**config.mk**
```make
export PLATFORM = sky130hd
export DESIGN_NAME = instr_fetch
export DESIGN_NICKNAME = d
export VERILOG_FILES = /design/src/rtl/instr_fetch.sv
export SDC_FILE = /design/constraint.sdc
export NUM_CORES = 1
export LEC_CHECK = 0
export CORE_MARGIN = 2
export CORE_UTILIZATION = 28
export DETAILED_ROUTE_END_ITERATION = 16
export SETUP_SLACK_MARGIN = 0.15
export SYNTH_ARGS = -nofsm -noshare
export SYNTH_HDL_FRONTEND = slang
export SYNTH_SLANG_ARGS = --single-unit
```
**constraint.sdc**
```tcl
create_clock -name clk -period 2.9 [get_ports clk]
set_input_delay 0.725 -clock clk [delete_from_list [all_inputs] [get_ports clk]]
set_output_delay 0.725 -clock clk [all_outputs]
set_load 0.02 [all_outputs]
```
**src/rtl/instr_fetch.sv**
```systemverilog
// instr_fetch
//   Reads a two-byte reset vector, then fetches variable-length (1..3 byte)
//   instructions from a synchronous-read memory and presents each one with a
//   valid/ready handshake. A redirect request can restart fetch at any
//   address once the vector has been loaded.
//
// Ports
//   clk            sole clock, rising edge
//   resetn         synchronous active-low reset
//   mem_enable     read strobe to memory
//   mem_address    read address (data returns on mem_rd_data next cycle)
//   mem_rd_data    read data
//   instr_valid    a complete instruction is presented
//   instr_ready    downstream accepts the instruction
//   opcode         first instruction byte
//   operand_lo     second byte, zero if not part of the instruction
//   operand_hi     third byte, zero if not part of the instruction
//   instr_length   byte count 1..3
//   instr_pc       address of the opcode byte
//   pc_load_valid  redirect request
//   pc_load_addr   redirect target
//
// state    | meaning
// VEC0     | read vector low byte
// VEC1     | read vector high byte, capture low byte
// VEC2     | capture high byte, load pc
// ISSUE_OP | read opcode at pc
// CAP_OP   | capture opcode, decode length, read pc+1 if needed
// CAP_B1   | capture operand_lo, read pc+2 if needed
// CAP_B2   | capture operand_hi
// DELIVER  | instruction presented, wait for handshake

module instr_fetch #(
  parameter int                DEPTH        = 16,
  parameter int                WIDTH        = 8,
  parameter logic [DEPTH-1:0]  RESET_VECTOR = 16'hFFFC
) (
  input  logic             clk,
  input  logic             resetn,
  output logic             mem_enable,
  output logic [DEPTH-1:0] mem_address,
  input  logic [WIDTH-1:0] mem_rd_data,
  output logic             instr_valid,
  input  logic             instr_ready,
  output logic [WIDTH-1:0] opcode,
  output logic [WIDTH-1:0] operand_lo,
  output logic [WIDTH-1:0] operand_hi,
  output logic [1:0]       instr_length,
  output logic [DEPTH-1:0] instr_pc,
  input  logic             pc_load_valid,
  input  logic [DEPTH-1:0] pc_load_addr
);

  typedef enum logic [2:0] {
    VEC0,
    VEC1,
    VEC2,
    ISSUE_OP,
    CAP_OP,
    CAP_B1,
    CAP_B2,
    DELIVER
  } state_e;

  localparam logic [DEPTH-1:0] ADDR_ONE = DEPTH'(1);
  localparam logic [DEPTH-1:0] ADDR_TWO = DEPTH'(2);

  state_e           state_q, state_d;
  logic [DEPTH-1:0] pc_q, pc_d;
  logic [WIDTH-1:0] vec_lo_q, vec_lo_d;
  logic [WIDTH-1:0] opcode_q, opcode_d;
  logic [WIDTH-1:0] operand_lo_q, operand_lo_d;
  logic [WIDTH-1:0] operand_hi_q, operand_hi_d;
  logic [1:0]       length_q, length_d;

  logic             rd_en;
  logic [DEPTH-1:0] rd_addr;
  logic             valid;
  logic [1:0]       dec_len;
  logic [DEPTH-1:0] len_ext;

  // Length decode works on the low 8 bits of the opcode byte.
  function automatic logic [1:0] decode_len(input logic [7:0] op);
    logic [1:0] len;
    if (op == 8'h20 || op[3:2] == 2'b11 || op[4:0] == 5'b11001) begin
      len = 2'd3;
    end else if (op[3:0] == 4'h8 || op[3:0] == 4'hA ||
                 op == 8'h00 || op == 8'h40 || op == 8'h60) begin
      len = 2'd1;
    end else begin
      len = 2'd2;
    end
    return len;
  endfunction

  assign dec_len = decode_len(mem_rd_data[7:0]);
  assign len_ext = {{(DEPTH-2){1'b0}}, length_q};

  always_comb begin
    state_d      = state_q;
    pc_d         = pc_q;
    vec_lo_d     = vec_lo_q;
    opcode_d     = opcode_q;
    operand_lo_d = operand_lo_q;
    operand_hi_d = operand_hi_q;
    length_d     = length_q;
    rd_en        = 1'b0;
    rd_addr      = pc_q;
    valid        = 1'b0;

    case (state_q)
      VEC0: begin
        rd_addr = RESET_VECTOR;
        rd_en   = 1'b1;
        state_d = VEC1;
      end
      VEC1: begin
        rd_addr  = RESET_VECTOR + ADDR_ONE;
        rd_en    = 1'b1;
        vec_lo_d = mem_rd_data;
        state_d  = VEC2;
      end
      VEC2: begin
        pc_d    = DEPTH'({mem_rd_data, vec_lo_q});
        state_d = ISSUE_OP;
      end
      ISSUE_OP: begin
        // A redirect suppresses the read so nothing stale is left in flight.
        if (pc_load_valid) begin
          pc_d = pc_load_addr;
        end else begin
          rd_en   = 1'b1;
          state_d = CAP_OP;
        end
      end
      CAP_OP: begin
        if (pc_load_valid) begin
          pc_d    = pc_load_addr;
          state_d = ISSUE_OP;
        end else begin
          opcode_d     = mem_rd_data;
          length_d     = dec_len;
          operand_lo_d = '0;
          operand_hi_d = '0;
          if (dec_len == 2'd1) begin
            state_d = DELIVER;
          end else begin
            rd_addr = pc_q + ADDR_ONE;
            rd_en   = 1'b1;
            state_d = CAP_B1;
          end
        end
      end
      CAP_B1: begin
        if (pc_load_valid) begin
          pc_d    = pc_load_addr;
          state_d = ISSUE_OP;
        end else begin
          operand_lo_d = mem_rd_data;
          if (length_q == 2'd3) begin
            rd_addr = pc_q + ADDR_TWO;
            rd_en   = 1'b1;
            state_d = CAP_B2;
          end else begin
            state_d = DELIVER;
          end
        end
      end
      CAP_B2: begin
        if (pc_load_valid) begin
          pc_d    = pc_load_addr;
          state_d = ISSUE_OP;
        end else begin
          operand_hi_d = mem_rd_data;
          state_d      = DELIVER;
        end
      end
      DELIVER: begin
        valid = 1'b1;
        if (instr_ready) begin
          pc_d    = pc_q + len_ext;
          state_d = ISSUE_OP;
        end
        // A coincident redirect still completes the handshake but wins the pc.
        if (pc_load_valid) begin
          pc_d    = pc_load_addr;
          state_d = ISSUE_OP;
        end
      end
      default: begin
        state_d = VEC0;
      end
    endcase
  end

  always_ff @(posedge clk) begin
    if (!resetn) begin
      state_q      <= VEC0;
      pc_q         <= '0;
      vec_lo_q     <= '0;
      opcode_q     <= '0;
      operand_lo_q <= '0;
      operand_hi_q <= '0;
      length_q     <= '0;
    end else begin
      state_q      <= state_d;
      pc_q         <= pc_d;
      vec_lo_q     <= vec_lo_d;
      opcode_q     <= opcode_d;
      operand_lo_q <= operand_lo_d;
      operand_hi_q <= operand_hi_d;
      length_q     <= length_d;
    end
  end

  // The state sits in VEC0 throughout reset; the strobe is held off until
  // resetn is high so the first read is the vector fetch itself.
  assign mem_enable   = rd_en & resetn;
  assign mem_address  = rd_addr;
  assign instr_valid  = valid;
  assign opcode       = opcode_q;
  assign operand_lo   = operand_lo_q;
  assign operand_hi   = operand_hi_q;
  assign instr_length = length_q;
  assign instr_pc     = pc_q;

endmodule

```
==> results.cfg <==
[run_status]
status = complete, but fails checks
violations = setup timing

[timing]
hold_viol_final = 0
worst_pin_slew_ps = 523
worst_slack_ps = -223
drv_slew = 0
maxSlewHeadroom = 0.650
period_needed_ps = 3120
fmax_mhz = 320
holdWs_ps = 458
rsz0062_at_grt = yes
fin_skew_ps = 7.76
setup_viol = 17
tns_ps = -2410
period_share = 1.08

[logic_synthesis]
synth-seq-area-share = 0.303
synth_seq_cells = 53
synthCells = 468
yosys_warnings = 0
synth_compound_gate_area_share = 0.313
ys_types = 73
synth-adder-area-share = 0.0200
syn-num-nets = 501
synth_top_family_by_area = compound AO/OA/AOI/OAI gates
yosys.area_share.simple = 0.256
async_reset_ff_frac = 0
synth_ff_type = dfxtp_1
avgSynthCellArea_um2 = 7.49
synthXorXnorAreaFrac = 0.0100
syn_area_um2 = 3500
synth_edf_count = 0
synthMuxAreaShare = 0.0289

[placed_design]
place_ws_ps = -1150
io_buffers = 87
gp_congestion = 0.913
dpl_cell_area_um2 = 5020
hpwlAfterDp_um = 10000

[grt]
grt_pass1_wl_um = 21600
grt-ovfl-total = 0
grt_pass1_vias = 4109
antenna_found_initial = 0
grt_usage = 0.204
grt_max_degree = 31

[critical_path]
start_kind = input pin
path_buf_inv = 5
critPathRequiredTime_ps = 2170
worstSetupPathType = input pin to output pin
crit_family = compound AO/OA/AOI/OAI gates
path_max_fanout = 6
max_stage_delay_ps = 310
cp.arrival_ps = 2400
worstSetupEndpointType = output pin
cp_slowest_cell = o311a_4
cpMostUsedCell = buf_6
worstPathCellList = buf_2 -> nor3b_4 -> a31oi_4 -> buf_6 -> a31oi_4 -> buf_6 -> buf_4 -> o311a_4 -> a211oi_4 -> buf_6

[drt]
post_drt_wl_per_cell_um = 17.8
via_per_inst = 5.42
routed_wirelength_um = 13800
ant_nets = 0
drt_first_iter_violations = 362
drcViolationCount = 0
via_count = 4195
drtPass1Iterations = 5

[job]
drv_cap = 0

[pwr]
power_w = 0.00202
power_density_nw_per_um2 = 370
vdd_drop_max_uv = 227
leakage_nw = 2.02

[floorplanning]
fp.coreArea_um2 = 12100
die_y_um = 116
rows = 40
start_util = 0.289
fp.dieW_um = 116
io_pins = 88
die_area_um2 = 13400

[clock_network]
worstSkewPairLatency_ps = 300
cts.path.max_buffers = 2
cts_sinks = 53
numCtsBuffers = 5
clk_pin_slew_ps = 80
cts_max_level = 2
cts_tree = yes
postCtsHoldBufs = 0
cts-root-buf = clkbuf_16

[final_layout]
diodes = 0
area_delta_synth_final_pct = 55.9
drive_above_1_share = 0.279
stdcell_area_um2 = 5460
fin_nets = 638

[worst_hold_path]
min_path_type = register to register
[state kept, by name, summed over array words and instances, names as in the netlist]
register / cells
instr_length: 2
opcode: 8
vec_lo_q: 8
operand_hi: 8
instr_pc: 16
state_q: 3
operand_lo: 8
[logic make-up (layout without fill, tap and decap cells)]
family / count (synthesis) / count (layout)
compound gates: 163 / 163
xor+xnor: 4 / 4
fa+ha+maj: 5 / 5
buf+inv: 54 / 192
flops: 53 / 53
mux: 10 / 10
simple gates: 179 / 179
[worst paths after layout]
kind                  startpoint              end  slack (ps)  cells after the start
setup / recovery  mem_rd_data[3]  mem_address[11]        -220                     10
hold / removal     operand_hi[4]    operand_hi[4]         460                      2
setup reg to reg     instr_pc[0]     instr_pc[14]         490                      9
hold reg to reg    operand_hi[4]    operand_hi[4]         460                      2
[layer usage]
layer | vias up | track usage | wire length [um]
met2 | 158 | 0.343 | 6650
met3 | 23 | 0.0303 | 845
met4 | 0 | 0.0635 | 244
met1 | 2010 | 0.271 | 6030
met5 | - | 0 | 0
li1 | 2004 | - | -
[synth_stat cells (3+ instances only)]
| library cell | count | area, um2 |
|---|---|---|
| buf_2 | 13 | 65.1 |
| nor4_1 | 5 | 31.3 |
| a21oi_1 | 59 | 295 |
| nand4_1 | 6 | 37.5 |
| dfxtp_1 | 53 | 1060 |
| or2_2 | 3 | 18.8 |
| nand2b_1 | 6 | 37.5 |
| mux2i_1 | 9 | 90.1 |
| nand2_1 | 68 | 255 |
| or2_1 | 3 | 18.8 |
| a31oi_1 | 10 | 62.6 |
| xor2_1 | 3 | 26.3 |
| a32o_1 | 4 | 40.0 |
| o21ai_0 | 22 | 110 |
| o311a_1 | 4 | 40.0 |
| inv_1 | 13 | 48.8 |
| o22ai_1 | 15 | 93.8 |
| nor2_1 | 29 | 109 |
| nor3_1 | 6 | 30.0 |
| o21ai_1 | 3 | 15.0 |
| o31ai_1 | 5 | 37.5 |
| o32ai_1 | 3 | 26.3 |
| clkbuf_1 | 20 | 75.1 |
| nand3b_1 | 3 | 22.5 |
| nand3_1 | 28 | 140 |
| and3_1 | 3 | 18.8 |
| ha_1 | 4 | 50.1 |
| o211ai_1 | 3 | 22.5 |
| a211oi_1 | 5 | 37.5 |
| or3_1 | 4 | 25.0 |
[repair_timing]
item	CTS	global route
endpoints found under the setup margin	17	18
setup buffers	8	5
cloned	0	0
resized for setup	149	20
pin swaps	16	6
[worst reg2reg max path, delay by kind of cell (launching register included)]
kind            cells  cell delay (ps)
compound gates      2              240
fa+ha+maj           2              610
buf+inv             2              230
flops               1              340
simple gates        3              930
[layout by cell type (no fill, tap or decap), types with 3 or more instances in the layout]
master / n
a211oi_1: 4
a21oi_1: 59
a31oi_1: 6
a31oi_2: 3
a31oi_4: 3
a32o_1: 4
and3_1: 3
buf_2: 10
buf_4: 79
buf_6: 17
clkbuf_16: 5
clkdlybuf4s50_1: 60
dfxtp_1: 53
ha_1: 4
inv_1: 12
mux2i_1: 9
nand2_1: 67
nand2b_1: 5
nand3_1: 27
nand3b_1: 3
nand4_1: 6
nor2_1: 29
nor3_1: 4
nor3_4: 3
nor4_1: 3
o211ai_1: 3
o21ai_0: 22
o22ai_1: 15
o311a_4: 3
or2_1: 3
or2_2: 3
or3_1: 3
xor2_1: 3
[cell type report]
cell class	instances	area, um2
Inverter	15	56.3
Fill cell	1218	6650
Clock buffer	5	125
Clock inverter	3	28.8
Multi-Input combinational cell	361	2500
Tap cell	168	210
Sequential cell	53	1060
Timing Repair Buffer	169	1480
[through the flow]
step / utilization / std cells
6_report: 0.451 / 774
3_3_place_gp: 0.415 / 753
3_5_place_dp: 0.415 / 753
2_1_floorplan: - / 468
5_1_grt: 0.451 / 774
4_1_cts: 0.441 / 769
[where the power goes]
group	internal, W	switching, W
clock network	0.000333	0.000301
logic	0.000275	0.000331
registers	0.000755	0.0000259
No activity file was read; power rests on OpenSTA's default activity.
